===== src/rtl/mux4_arb_pkg.sv =====
// Shared types and the round-robin pick helper for the 4:1 mux select arbiter.
// Picker scans ptr+1, ptr+2, ... mod NUM_SRC.
package mux4_arb_pkg;

    localparam int NUM_SRC = 4;
    localparam int SEL_W   = 2;

    typedef enum logic {
        IDLE,
        HOLD
    } state_t;

    typedef struct packed {
        logic             found;
        logic [SEL_W-1:0] idx;
    } pick_t;

    // Highest offset first so the nearest requester after ptr wins.
    function automatic pick_t rr_pick(
        input logic [NUM_SRC-1:0] req,
        input logic [SEL_W-1:0]   ptr
    );
        pick_t            res;
        logic [SEL_W-1:0] cand;
        res = '0;
        for (int k = NUM_SRC; k >= 1; k--) begin
            cand = ptr + SEL_W'(k);
            if (req[cand]) begin
                res.found = 1'b1;
                res.idx   = cand;
            end
        end
        return res;
    endfunction

endpackage


===== src/rtl/mux4_rr_pick.sv =====
// Combinational rotate-and-priority-encode picker for four requesters.
// Returns the first set request after ptr, wrapping to ptr itself last.
module mux4_rr_pick
    import mux4_arb_pkg::*;
(
    input  logic [NUM_SRC-1:0] req,
    input  logic [SEL_W-1:0]   ptr,
    output logic [SEL_W-1:0]   idx,
    output logic               found
);

    pick_t pk;

    assign pk    = rr_pick(req, ptr);
    assign idx   = pk.idx;
    assign found = pk.found;

endmodule


===== src/rtl/mux4_sel_arbiter.sv =====
// Round-robin select generator for a 4:1 mux with minimum grant dwell.
// Optional MUX4_ARB_LOCK_EN adds a lock input that extends a grant past expiry.
module mux4_sel_arbiter
    import mux4_arb_pkg::*;
#(
    parameter int HOLD_CYCLES = 4,
    parameter int CNT_W       = 8
) (
    input  logic               clk,
    input  logic               rst_n,
    input  logic [NUM_SRC-1:0] req,
`ifdef MUX4_ARB_LOCK_EN
    input  logic               lock,
`endif
    output logic [SEL_W-1:0]   sel,
    output logic [NUM_SRC-1:0] grant,
    output logic               sel_valid,
    output logic               switch_pulse
);

    state_t             state, state_n;
    logic [CNT_W-1:0]   cnt, cnt_n;
    logic [SEL_W-1:0]   last_ptr, last_n;
    logic [SEL_W-1:0]   sel_n;
    logic [NUM_SRC-1:0] grant_n;
    logic               valid_n;
    logic               pulse_n;
    logic               do_grant;
    logic               hold_ok;
    logic [SEL_W-1:0]   pk_idx;
    logic               pk_found;

    // In HOLD last_ptr equals sel, so one picker serves every arbitration.
    mux4_rr_pick u_pick (
        .req   (req),
        .ptr   (last_ptr),
        .idx   (pk_idx),
        .found (pk_found)
    );

`ifdef MUX4_ARB_LOCK_EN
    assign hold_ok = lock;
`else
    assign hold_ok = 1'b0;
`endif

    always_comb begin
        state_n  = state;
        cnt_n    = cnt;
        last_n   = last_ptr;
        sel_n    = sel;
        grant_n  = grant;
        valid_n  = sel_valid;
        pulse_n  = 1'b0;
        do_grant = 1'b0;
        unique case (state)
            IDLE: begin
                do_grant = pk_found;
            end
            HOLD: begin
                if (!req[sel]) begin
                    if (pk_found) begin
                        do_grant = 1'b1;
                    end else begin
                        state_n = IDLE;
                        sel_n   = '0;
                        grant_n = '0;
                        valid_n = 1'b0;
                    end
                end else if (cnt == '0) begin
                    do_grant = !hold_ok;
                end else begin
                    cnt_n = cnt - 1'b1;
                end
            end
        endcase
        if (do_grant) begin
            state_n = HOLD;
            cnt_n   = CNT_W'(HOLD_CYCLES - 1);
            last_n  = pk_idx;
            sel_n   = pk_idx;
            grant_n = NUM_SRC'(1) << pk_idx;
            valid_n = 1'b1;
            pulse_n = 1'b1;
        end
    end

    always_ff @(posedge clk or negedge rst_n) begin
        if (!rst_n) begin
            state        <= IDLE;
            cnt          <= '0;
            last_ptr     <= SEL_W'(NUM_SRC - 1);
            sel          <= '0;
            grant        <= '0;
            sel_valid    <= 1'b0;
            switch_pulse <= 1'b0;
        end else begin
            state        <= state_n;
            cnt          <= cnt_n;
            last_ptr     <= last_n;
            sel          <= sel_n;
            grant        <= grant_n;
            sel_valid    <= valid_n;
            switch_pulse <= pulse_n;
        end
    end

endmodule


===== config.mk =====
export PLATFORM = sky130hd
export DESIGN_NAME = mux4_sel_arbiter
export DESIGN_NICKNAME = d
export VERILOG_FILES = /design/src/rtl/mux4_arb_pkg.sv /design/src/rtl/mux4_rr_pick.sv /design/src/rtl/mux4_sel_arbiter.sv
export SDC_FILE = /design/constraint.sdc
export NUM_CORES = 1
export LEC_CHECK = 0
export CAP_MARGIN = 20
export CORE_ASPECT_RATIO = 1.2
export CORE_MARGIN = 1.5
export CORE_UTILIZATION = 45
export CTS_BUF_LIST = sky130_fd_sc_hd__clkbuf_8
export CTS_CLUSTER_DIAMETER = 200
export DETAILED_ROUTE_END_ITERATION = 8
export PLACE_DENSITY = 0.78
export SETUP_SLACK_MARGIN = 0.15
export SLEW_MARGIN = 20
export SYNTH_ARGS = -nofsm -noshare
export SYNTH_HDL_FRONTEND = slang
export SYNTH_SLANG_ARGS = --single-unit
export TNS_END_PERCENT = 1

===== constraint.sdc =====
create_clock -name clk -period 3.64 [get_ports clk]
set_clock_uncertainty 0.1 [all_clocks]
set_input_delay 0.728 -clock clk [delete_from_list [all_inputs] [get_ports clk]]
set_output_delay 0.728 -clock clk [all_outputs]
set_load 0.02 [all_outputs]

======== After elaboration in Yosys (flattened, before gate mapping) ========
Index checks and enable logic that the tools add are counted.
cells by class
  $add $sub $neg .......................... 4
  $mul .................................... 0
  divide/modulo/power cells ............... 0
  $lt $le $gt $ge ......................... 5
  equal/unequal tests ..................... 3
  shift-type cells ........................ 1
  mux-type cells .......................... 38
  bitwise gates (word level) .............. 1
  reductions and logical operators ........ 5
operators by type and width
  kind                 number
  $mux 8               4
  $mux 1               16
  $mux 4               4
  $lt 2x3->1 const B   5
  $mux 3               4
  $bmux 1 s2           5
  $logic_not 8->1      1
  $mux 2               4
  $sub 8x1->8 const B  1
  $ne 2x2->1 const B   3
  $reduce_and 3->1     2
  $add 2x2->2 const B  2
  $reduce_bool 2->1    2
  $shl 1x2->4 const A  1
  $add 2x1->2 const B  1
  $pmux 1 s2           1
  $not 1->1            1
storage, ports and cells
  flip-flop bits (word level) ............. 19
  latch bits .............................. 0
  memory bits (writable) .................. 0
  bits in read-only memories .............. 0
  input bits .............................. 6
  output and inout bits ................... 8
  logic and storage cells ................. 64
  memories ................................ 0

======== Logic depth before layout (Yosys ltp) ========
Gate-level depths: netlist of the first run.
  word-level depth ........................ 11
  gate-level depth with buffers ........... 8
  gate-level depth less buffers ........... 7

======== Hierarchy ========
Synthesis of the first run repeated with hierarchy kept, for this count alone.
unflattened totals
  cells, all modules ...................... 92
  area, all modules ....................... 1026.0 µm²
by module, submodules not included
  module            instances  cells an instance  area each (µm²)  seq. area each (µm²)
  mux4_sel_arbiter  1          78                 947.2            478.0
  mux4_rr_pick      1          14                 78.8             0.0

======== Worst setup path after synthesis of the first run ========
No wires, ideal clock.
  path kind ............................... input-to-reg
  from .................................... in req[0]
  to ...................................... reg grant[2]
  setup time .............................. 120 ps
  arrival time ............................ 1752 ps
  data required time ...................... 3420 ps
  slack ................................... 1668 ps
  stages on the path ...................... 5
  path buffers ............................ 0
  cells stage by stage .................... nor4_4 inv_1 o21ai_2 inv_1 a31o_2
on the way
  longest elaborated chain between the ends .. 11
  elaborated cells on any way between the ends .. 23
  classes of those cells .................. 2 x eq/ne; 1 x shift; 18 x mux; 2 x reduce/logical
ends and longest elaborated chain
  item                                                                     line                     RTL
  start: declaration                                                       mux4_sel_arbiter.sv:11   input logic [NUM_SRC-1:0] req,
  $bmux 1 s2                                                               mux4_arb_pkg.sv:28       if (req[cand]) begin
  $mux 1 (implied by the code)                                             mux4_arb_pkg.sv:28
  $mux 3 (4 in series)                                                     mux4_arb_pkg.sv:28
  $mux 1                                                                   mux4_sel_arbiter.sv:62   if (pk_found) begin
  $mux 1                                                                   mux4_sel_arbiter.sv:61   if (!req[sel]) begin
  $pmux 1 s2 (*)                                                           mux4_sel_arbiter.sv:56   unique case (state)
  named net do_grant                                                       mux4_sel_arbiter.sv:28   logic do_grant;
  $ne 2x2->1 (no source line) / $reduce_bool 2->1 (equally long branches)  -
  $reduce_and 3->1 (no source line)                                        -
  end signal: assignment                                                   mux4_sel_arbiter.sv:102  grant <= grant_n;
  end: declaration                                                         mux4_sel_arbiter.sv:16   output logic [NUM_SRC-1:0] grant,
The timed path passes the listed nets; every way through them passes the cells marked *. The select of a mux whose other input is x is not followed.
A chain may end at the register's enable or synchronous reset.

======== Final worst setup path of the first run ========
Same ends and word-level chain as after synthesis.

==> results of run 1 <==
state kept, by name (all words and copies together) (netlist names):
name and count:
sel 2, cnt 8, sel_valid 1, last_ptr 2, grant 4, switch_pulse 1
state 1
final cells by class:
| type | count | share of cell area (%) |
|---|---|---|
| timing repair buffer | 13 | 11.1 |
| clock inverter | 1 | 0.319 |
| inverter | 8 | 2.56 |
| clock buffer | 3 | 3.51 |
| multi-input combinational | 66 | 38.7 |
| sequential | 19 | 40.7 |
| tap | 30 | 3.19 |
worst min path at each step:
stage,endpoint,depth (start not counted)
finish,cnt[0],1
detailed placement,grant[1],2
floorplan,cnt[0],0
global route,cnt[0],1
global placement,grant[1],2
CTS,cnt[0],1
cells by family after synthesis:
kind of cell               Yosys count
and+or+nand+nor                     35
adders and majority gates            1
buffers and inverters                9
muxes                                2
xor gates and xnor gates             2
DFF                                 19
AOI/OAI and AO/OA                   26
power breakdown:
group,internal (mW),switching [mW]
Clock,0.0751,0.0690
Combinational,0.185,0.215
Sequential,0.286,0.0576
Total,0.546,0.342
metrics by stage:
stage	setup WS [ns]	instances	area, µm²	power [mW]
floorplan	1.67	94	973	0.623
global placement	0.792	136	1130	0.732
detailed placement	0.713	136	1130	0.750
CTS	0.974	140	1170	0.893
global route	0.834	140	1170	0.947
finish	0.981	140	1170	0.888
Yosys cell counts, drive strengths merged, types with 2 or more instances:
cell type / number
or3: 2
o221ai: 2
a21o: 2
nand3: 6
o31ai: 2
nor2: 8
inv: 8
nand2: 6
nor3: 3
a21oi: 4
o22ai: 2
dfrtp: 17
mux2i: 2
or4: 3
a31o: 3
dfstp: 2
nand2b: 3
o21ai: 6
metal layers:
layer / up-vias / track usage [%]
met5: - / 0
li1: 375 / -
met3: 5 / 3.02
met1: 379 / 22.8
met2: 21 / 29.8
met4: 0 / 12.3
==> summary.md, run 1 <==
| Metric | Value |
|---|---|
| Port Buffers | `13` |
| Outcome | `completed` |
| Final Hold Fails | `0` |
| CP Launch Point | `req[0]` |
| Htree depth | `1` |
| R2R cell count | `7` |
| Cell Rows | `18` |
| Drt drc | `0` |
| Routed wire length on met2 | `972 µm` |
| Routability Congestion | `0.769` |
| WL/cell | `14.0 µm` |
| Post-Synthesis Cells | `94` |
| CP required | `3.69 ns` |
| Crit-path max FO | `14` |
| Hold buffers post-CTS | `0` |
| Post-Route M1 WL | `871 µm` |
| Main combinational cell family by area after synthesis | `simple AND/OR/NAND/NOR gates` |
| Max IR drop VDD | `0.438 mV` |
| Final setup viols | `0` |
| Clock root buffer | `clkbuf_8` |
| Crit path time final | `2.66 ns` |
| Worst Hold Slack | `0.407 ns` |
| Crit-path slowest cell | `nor4_4` |
| Register area | `478 µm²` |
| Adder-cell share of the synthesized area | `1.29%` |
| MaxCap Viol Count | `0` |
| Commonest non-fill, non-tap cell in the layout | `dfrtp_1` |
| DR WL met3 | `72 µm` |
| Initial Util | `47.5%` |
| CP Class | `primary input to register` |
| Antenna fix cells | `0` |
| Yosys top cell area share | `43.7%` |
| Most frequent cells in the layout | `17 x dfrtp_1, 13 x clkdlybuf4s50_1, 9 x inv_1` |
| Worst-Margin Slew | `0.847 ns` |
| CTS resizes | `0` |
| Hold Path Class | `register to register` |
| Fin crit share | `73.0%` |
| Area delta synth->final | `20.7%` |
| DRT antenna net count | `0` |
| Initial antenna violation count | `0` |
| Compound-Gate Fraction of Synth Area | `19.2%` |
| Bufs and invs on worst path | `3` |
| DP HPWL | `1460 µm` |
| Fin. max-slew vios | `0` |
| Mux contribution to synthesized area | `2.06%` |
| GRT overflow | `0` |
| Synth Area in Simple Gates | `22.4%` |
| GRT Resource Usage Total | `18.6%` |
| Synth top area cells | `dfrtp_1 44%, dfstp_2 5.4%, nand3_1 3.1%` |
| Max Freq | `376 MHz` |
| Worst path depth | `6` |
| Total wire length | `1960 µm` |
| Worst Setup Start Kind | `primary input` |
| Post-synthesis xor/xnor area fraction | `1.80%` |
| Synth Area per Inst | `10.4 µm²` |
| Layout cells sized above 1 | `16.4%` |
| Syn_nets | `101` |
| Rel. slew slack | `43.3%` |
| Dominant cell type by area after synthesis | `dfrtp_1` |
| CTS tree | `yes` |
| Vias per cell | `5.57` |
| End of the critical path | `grant[2]` |
| Cts bufs inserted | `3` |
| Die H | `54.0 µm` |
| First-pass GRT wire length | `3170 µm` |
| Multi-input gate area | `454 µm²` |
| Clock Tree Buf Depth | `2` |
| Critical path's top delay family | `buffers and inverters` |
| HP Start | `cnt[0]` |
| Area of the mapped netlist | `973 µm²` |
| Setup_tns | `0 ns` |
| Pwr Density | `756 nW/µm²` |
| Static leakage | `0.508 nW` |
| Io pins | `14` |
| DIE WIDTH | `45.5 µm` |
| RR Startpoint | `cnt[0]` |
| Router iterations before antenna repair | `4` |
| Asr flop ratio synth | `100%` |
| Fillcell total | `176` |
| Via count | `780` |
| Yosys cell types | `38` |
| Highest Signal Layer | `met4` |
| Setup Buffers After CTS | `0` |
| Clock Latency Late Sink | `0.26 ns` |
| Top FF cell, synth | `dfrtp_1` |
| Post-layout util | `57.3%` |
| RSZ-0062 raised after global routing | `no` |
| Largest net degree at the start of global routing | `20` |
| Vias in the first global route | `747` |
| CP cell instances | `clkdlybuf4s50_1, nor4_4, inv_1, o21ai_2, inv_1, a31o_2` |
| Reg-to-reg slack, setup | `1.48 ns` |
| Layout Nets | `118` |
| Core area | `2050 µm²` |
| Register area share after synthesis | `49.1%` |
| Worst Setup End Kind | `register` |
| Yosys reg bits | `19` |
| Worst reg2reg endpoint | `grant[2]` |
| Clk slew on worst S/H paths | `0.07 ns` |
| CP peak stage delay | `0.55 ns` |
| Post-synth EDFFs | `0` |
| Initial DRC count | `17` |
| Clk sinks | `19` |
| Ys Warns | `0` |
| Crit path DAT | `2.71 ns` |
| CP most frequent cell | `inv_1` |
| Die area | `2450 µm²` |
No activity file was read; power rests on OpenSTA's default activity.
==> inputs of run 2 (changes only) <==
- clock period: 3.64 -> 2.5 ns (I/O delays scaled with it)
==> run 2 against run 1 <==
  * Critical path depth is 2 higher
  * Register-to-register slack got worse by 1.2 ns
  * Combinational power is 55% higher
  * Sequential power increased by 45%
  * Routed wire length up 3.3%
  * Clock-buffer cell count is the same
  * Final area increased by 5.8%
  * Die area did not move
  * First-iteration DRC count increased by 94%
  * Critical endpoint unchanged
==> summary.md, run 2 (synthesized netlist as in run 1, its figures left out) <==
| Metric | Value |
|---|---|
| Initial antenna violation count | `0 (unchanged)` |
| DIE WIDTH | `45.5 µm (unchanged)` |
| Antenna fix cells | `0 (unchanged)` |
| Sw Pwr | `0.502 mW (+47%)` |
| Max Freq | `447 MHz` |
| Setup_tns | `0 ns (unchanged)` |
| Largest regs | `cnt x8, grant x4` |
| RR Startpoint | `cnt[0]` |
| CTS tree | `yes` |
| Final total power | `1.32 mW (+49%)` |
| Final instance area | `1240 µm² (+5.8%)` |
| Crit-path slowest cell | `or3b_2` |
| Non-filler cells, final | `149 (+6.4%)` |
| Die area | `2450 µm² (unchanged)` |
| Clk slew on worst S/H paths | `0.07 ns (about the same)` |
| Max reg flops | `8 (unchanged)` |
| Hold buffers post-CTS | `0 (unchanged)` |
| Post-layout util | `60.6% (+3.3 points)` |
| Rel. slew slack | `70.6% (+27 points)` |
| Pwr Density | `1070 nW/µm² (+41%)` |
| First-pass GRT wire length | `3330 µm (+5.2%)` |
| Clock Latency Late Sink | `0.25 ns (about the same)` |
| Most frequent cells in the layout | `17 x dfrtp_1, 13 x clkdlybuf4s50_1, 9 x inv_1, 9 x buf_4` |
| Router iterations before antenna repair | `4 (unchanged)` |
| Initial DRC count | `33 (+16)` |
| Clock Tree Buf Depth | `2 (unchanged)` |
| CP cell instances | `inv_1, ha_1, or3b_2, nor2_2, o21ai_2, buf_4, and3_1, a31o_2` |
| CP required | `2.54 ns (-1.15 ns)` |
| Core area | `2050 µm² (unchanged)` |
| Htree depth | `1 (unchanged)` |
| WL/cell | `13.6 µm (-2.9%)` |
| Setup Buffers After CTS | `0 (unchanged)` |
| Fillcell total | `167 (-5.1%)` |
| Final Hold Fails | `0 (unchanged)` |
| Fin crit share | `89.5%` |
| HP Start | `grant[1]` |
| Worst Setup Slack, final | `0.262 ns (-0.719 ns)` |
| Die H | `54.0 µm (unchanged)` |
| Register with the most flip-flops | `cnt` |
| Routability Congestion | `0.769 (about the same)` |
| Final setup viols | `0 (unchanged)` |
| GRT Resource Usage Total | `19.0% (+0.32 points)` |
| Crit path time final | `2.24 ns` |
| Initial Util | `47.5% (unchanged)` |
| Crit path DAT | `2.28 ns (-0.43 ns)` |
| Port Buffers | `13 (unchanged)` |
| Vias per cell | `5.46 (-2.1%)` |
| Layout cells sized above 1 | `22.7% (+6.3 points)` |
| Clk sinks | `19 (unchanged)` |
| Switching Share | `37.9% (-0.59 points)` |
| Reg-to-reg slack, setup | `0.26 ns (-1.22 ns)` |
| CP Launch Point | `cnt[0]` |
| Static leakage | `0.551 nW (+8.4%)` |
| Clock power share | `15.5% (-0.7 points)` |
| DP HPWL | `1520 µm (+4.3%)` |
| Combinational Power Share | `46.8% (+1.7 points)` |
| Worst Setup End Kind | `register` |
| Worst-Margin Slew | `0.441 ns (-0.406 ns)` |
| Commonest non-fill, non-tap cell in the layout | `dfrtp_1` |
| Area delta synth->final | `27.6%` |
| Worst Setup Start Kind | `register` |
| RSZ-0062 raised after global routing | `no` |
| Vias in the first global route | `795 (+6.4%)` |
| Crit-path max FO | `8 (-6)` |
| Post-Place Setup Slack | `0.109 ns (-0.605 ns)` |
| Placed Instances | `145 (+6.6%)` |
| GRT overflow | `0 (unchanged)` |
| Cell-internal power | `0.822 mW (+51%)` |
| MaxCap Viol Count | `0 (unchanged)` |
| Total wire length | `2020 µm (+3.3%)` |
| Outcome | `completed` |
| DP Area | `1200 µm² (+6.0%)` |
| Hold Path Class | `register to register` |
| Register share of total power | `37.7% (-1.0 points)` |
| Max IR drop VDD | `0.850 mV (+94%)` |
| Largest net degree at the start of global routing | `20 (unchanged)` |
| Cts bufs inserted | `3 (unchanged)` |
| CTS resizes | `0 (unchanged)` |
| Drt drc | `0 (unchanged)` |
| CP Class | `register to register` |
| Cell Rows | `18 (unchanged)` |
| CP peak stage delay | `0.52 ns (-0.03 ns)` |
| Fin. max-slew vios | `0 (unchanged)` |
| DRT antenna net count | `0 (unchanged)` |
| Via count | `813 (+4.2%)` |
| Layout Nets | `127 (+7.6%)` |
| Worst Hold Slack | `0.411 ns (+0.00359 ns)` |
| Clock root buffer | `clkbuf_8` |
| Io pins | `14 (unchanged)` |
-- run 2: critical path: cells and delay by family (launching register included) --
| kind | cells | cell delay [ns] |
|---|---|---|
| AND/OR/NAND/NOR | 3 | 0.86 |
| flip-flops | 1 | 0.41 |
| AO/OA/AOI/OAI | 2 | 0.32 |
| buffers and inverters | 2 | 0.25 |
| adder cells (fa/ha/maj) | 1 | 0.19 |
-- run 2: area by class of cell --
class,count,area [µm²],area share [%]
inverter,8,30.0,2.42
multi-input combinational,66,454,36.6
tap,30,37.5,3.02
clock inverter,1,3.75,0.302
clock buffer,3,41.3,3.32
sequential,19,478,38.5
timing repair buffer,22,198,15.9
-- run 2: routing by layer --
| metal | share of wire (%) | wire length [µm] | global-route usage [%] | vias to the layer above |
|---|---|---|---|---|
| met1 | 42 | 852 | 22.9 | 395 |
| met3 | 3.6 | 73 | 2.68 | 4 |
| met4 | 1.6 | 32 | 10.8 | 0 |
| li1 | - | - | - | 392 |
| met2 | 53 | 1070 | 31.7 | 22 |
| met5 | 0 | 0 | 0 | - |
-- run 2: path summary, 6_finish.rpt --
kind,cells after the start,end
max,8,grant[2]
min in group asynchronous,2,grant[0]
min reg2reg,2,grant[1]
min,2,grant[1]
max reg2reg,8,grant[2]
max in group asynchronous,2,last_ptr[1]
-- run 2: power by group through the flow --
| stage | logic, mW | registers, mW | clock network (mW) |
|---|---|---|---|
| 2_1_floorplan | 0.360 | 0.547 | 0 |
| 6_report | 0.620 | 0.499 | 0.205 |
| 3_5_place_dp | 0.615 | 0.502 | 0 |
| 5_1_grt | 0.671 | 0.513 | 0.223 |
| 3_3_place_gp | 0.600 | 0.500 | 0 |
| 4_1_cts | 0.625 | 0.498 | 0.209 |
==> inputs of run 3 (changes only) <==
- SYNTH_HIERARCHICAL: unset -> 1
==> run 3 against run 2 <==
  * Clock power rose by 7%
  * Final area rose by 3.0%
  * Sequential cell count did not move
  * Sequential power rose by 10%
  * Fmax rose by 3.6%
  * Final cell count fell by 3.4%
  * Synthesized cell count fell by 2.1%
  * Critical endpoint is now cnt[1]
  * Largest cell class is now multi-input combinational cells
  * Largest power group unchanged
==> summary.md, run 3 <==
| Metric | Value |
|---|---|
| Crit path DAT | `2.21 ns (-0.07 ns)` |
| Syn_nets | `100 (-0.99%)` |
| Commonest non-fill, non-tap cell in the layout | `dfrtp_1` |
| Dominant cell type by area after synthesis | `dfrtp_1` |
| DIE WIDTH | `46.6 µm (+2.5%)` |
| DRT antenna net count | `0 (unchanged)` |
| WL/cell | `14.6 µm (+7.7%)` |
| R2R cell count | `6 (-2)` |
| Hold buffers post-CTS | `0 (unchanged)` |
| Post-layout util | `60.5% (-0.16 points)` |
| Clock root buffer | `clkbuf_8` |
| Port Buffers | `13 (unchanged)` |
| Cts bufs inserted | `3 (unchanged)` |
| Vias per cell | `5.87 (+7.5%)` |
| Yosys cell types | `36 (-5.3%)` |
| Area delta synth->final | `24.8%` |
| Main combinational cell family by area after synthesis | `compound AO/OA/AOI/OAI gates` |
| Worst reg2reg endpoint | `last_ptr[0]` |
| DR WL met3 | `83 µm (+14%)` |
| Post-synth EDFFs | `0 (unchanged)` |
| Vias in the first global route | `807 (+1.5%)` |
| CTS resizes | `0 (unchanged)` |
| Max reg flops | `8 (unchanged)` |
| Crit path time final | `2.16 ns (-0.0774 ns)` |
| Static leakage | `0.565 nW (+2.6%)` |
| Layout Nets | `123 (-3.1%)` |
| Initial DRC count | `19 (-42%)` |
| Layout cells sized above 1 | `21.9% (-0.76 points)` |
| Fin crit share | `86.4% (-3.1 points)` |
| Largest regs | `cnt x8, grant x4` |
| CP required | `2.54 ns (about the same)` |
| Pwr Density | `1210 nW/µm² (+13%)` |
| Post-Route M1 WL | `936 µm (+9.9%)` |
| Drt drc | `0 (unchanged)` |
| Fillcell total | `197 (+18%)` |
| Area of the mapped netlist | `1030 µm² (+5.4%)` |
| Rel. slew slack | `71.7% (+1.1 points)` |
| Routed wire length on met2 | `1050 µm (-1.5%)` |
| Hold Path Class | `register to register` |
| Largest net degree at the start of global routing | `20 (unchanged)` |
| RR Startpoint | `cnt[0]` |
| Worst Setup Start Kind | `primary input` |
| Clock Tree Buf Depth | `2 (unchanged)` |
| Register with the most flip-flops | `cnt` |
| Io pins | `14 (unchanged)` |
| Die area | `2580 µm² (+5.1%)` |
| Top-count cell post-synth | `dfrtp_1` |
| Die H | `55.3 µm (+2.5%)` |
| Final setup viols | `0 (unchanged)` |
| Asr flop ratio synth | `100% (unchanged)` |
| Yosys top cell area share | `41.5% (-2.2 points)` |
| Outcome | `completed` |
| Post-synthesis xor/xnor area fraction | `0% (-1.8 points)` |
| Synth Area in Simple Gates | `14.8% (-7.6 points)` |
| Register area | `478 µm² (unchanged)` |
| Initial antenna violation count | `0 (unchanged)` |
| Most frequent cells in the layout | `17 x dfrtp_1, 13 x clkdlybuf4s50_1, 7 x inv_1, 7 x nor2_1` |
| Clock Latency Late Sink | `0.26 ns (about the same)` |
| Via count | `845 (+3.9%)` |
| Worst Setup End Kind | `register` |
| Final Hold Fails | `0 (unchanged)` |
| Top FF cell, synth | `dfrtp_1` |
| Htree depth | `1 (unchanged)` |
| Mux contribution to synthesized area | `9.39% (+7.3 points)` |
| CP Class | `primary input to register` |
| Clk slew on worst S/H paths | `0.07 ns (about the same)` |
| GRT overflow | `0 (unchanged)` |
| Synth Area per Inst | `11.2 µm² (+7.7%)` |
| Compound-Gate Fraction of Synth Area | `23.5% (+4.4 points)` |
| Post-Synthesis Cells | `92 (-2.1%)` |
| DP HPWL | `1580 µm (+3.7%)` |
| Adder-cell share of the synthesized area | `2.44% (+1.2 points)` |
| Crit-path max FO | `13 (+5)` |
| Max IR drop VDD | `0.708 mV (-17%)` |
| Total wire length | `2110 µm (+4.1%)` |
| Setup Buffers After CTS | `0 (unchanged)` |
| Max Freq | `463 MHz (+3.6%)` |
| MaxCap Viol Count | `0 (unchanged)` |
| Reg-to-reg slack, setup | `0.34 ns (+0.08 ns)` |
| Register area share after synthesis | `46.6% (-2.5 points)` |
| Clk sinks | `19 (unchanged)` |
| CP Launch Point | `req[1]` |
| Antenna fix cells | `0 (unchanged)` |
| RSZ-0062 raised after global routing | `no` |
| Synth cell count leaders | `17 x dfrtp_1, 7 x inv_1, 7 x nor2_1` |
| Ys Warns | `6 (+6)` |
| Initial Util | `48.5% (+0.97 points)` |
| Cell Rows | `18 (unchanged)` |
| Multi-input gate area | `514 µm² (+13%)` |
| Synth top area cells | `dfrtp_1 41%, dfstp_2 5.1%, a32o_1 4.9%` |
| First-pass GRT wire length | `3480 µm (+4.4%)` |
| GRT Resource Usage Total | `18.2% (-0.72 points)` |
| Core area | `2120 µm² (+3.3%)` |
| Setup_tns | `0 ns (unchanged)` |
| Fin. max-slew vios | `0 (unchanged)` |
| Routability Congestion | `0.879 (+14%)` |
| CTS tree | `yes` |
| Worst-Margin Slew | `0.418 ns (-0.0229 ns)` |
| Highest Signal Layer | `met4` |
| End of the critical path | `cnt[1]` |
| Router iterations before antenna repair | `4 (unchanged)` |
| Yosys reg bits | `19 (unchanged)` |
run 3: changes by cell type in the layout (fill, tap and decap cells not counted), moves of 3 or more:
cell / delta
a31o_2: -3
a32o_1: +5
buf_4: -3
mux2_2: +3
nand2_1: -3
nand3_1: -6
o21ai_0: -3
run 3: power by group:
part	internal [mW]	switching (mW)
logic	0.407	0.370
registers	0.437	0.112
clock network	0.112	0.106
total	0.956	0.588
run 3: layout make-up:
class	instances	area share, %
clock buffer	3	3.23
clock inverter	1	0.587
inverter	7	2.05
multi-input combinational	65	40.2
sequential	19	37.3
tap	30	2.93
timing repair buffer	19	13.7
run 3: cells by family (layout without fill, tap and decap cells):
| kind of cell | Yosys count | count (layout) |
|---|---|---|
| AOI/OAI and AO/OA | 29 | 29 |
| and+or+nand+nor | 26 | 26 |
| DFF | 19 | 19 |
| muxes | 8 | 8 |
| buffers and inverters | 8 | 30 |
| adders and majority gates | 2 | 2 |
run 3: per-stage QoR:
step                cell area (µm²)  setup slack [ns]  hold slack, ns  power (mW)  instances
floorplan                      1030             0.490           0.104        1.07         92
finish                         1280             0.339           0.398        1.54        144
global route                   1280             0.231           0.414        1.64        144
global placement               1230             0.117           0.366        1.30        140
CTS                            1280             0.339           0.396        1.55        144
detailed placement             1230            0.0662           0.370        1.32        140
run 3: worst max-delay path: stages:
cell	delay (ns)
clkdlybuf4s50_1	0.56
mux2i_1	0.12
o22ai_1	0.22
mux2_2	0.48
or2_2	0.32
run 3: layer usage:
metal  vias to the layer above  global-route usage, %
met5                         -                      0
met4                         0                   7.35
met3                         5                   4.25
met2                        20                   28.6
met1                       425                   23.5
li1                        395                      -
run 3: worst min-delay path by stage:
stage | from | endpoint | slack (ns) | depth (start not counted)
finish | sel_valid | sel_valid | 0.40 | 1
CTS | sel_valid | sel_valid | 0.40 | 1
detailed placement | sel_valid | sel_valid | 0.37 | 1
floorplan | rst_n | cnt[0] | 0.10 | 0
global route | sel_valid | sel_valid | 0.41 | 1
global placement | sel_valid | sel_valid | 0.37 | 1
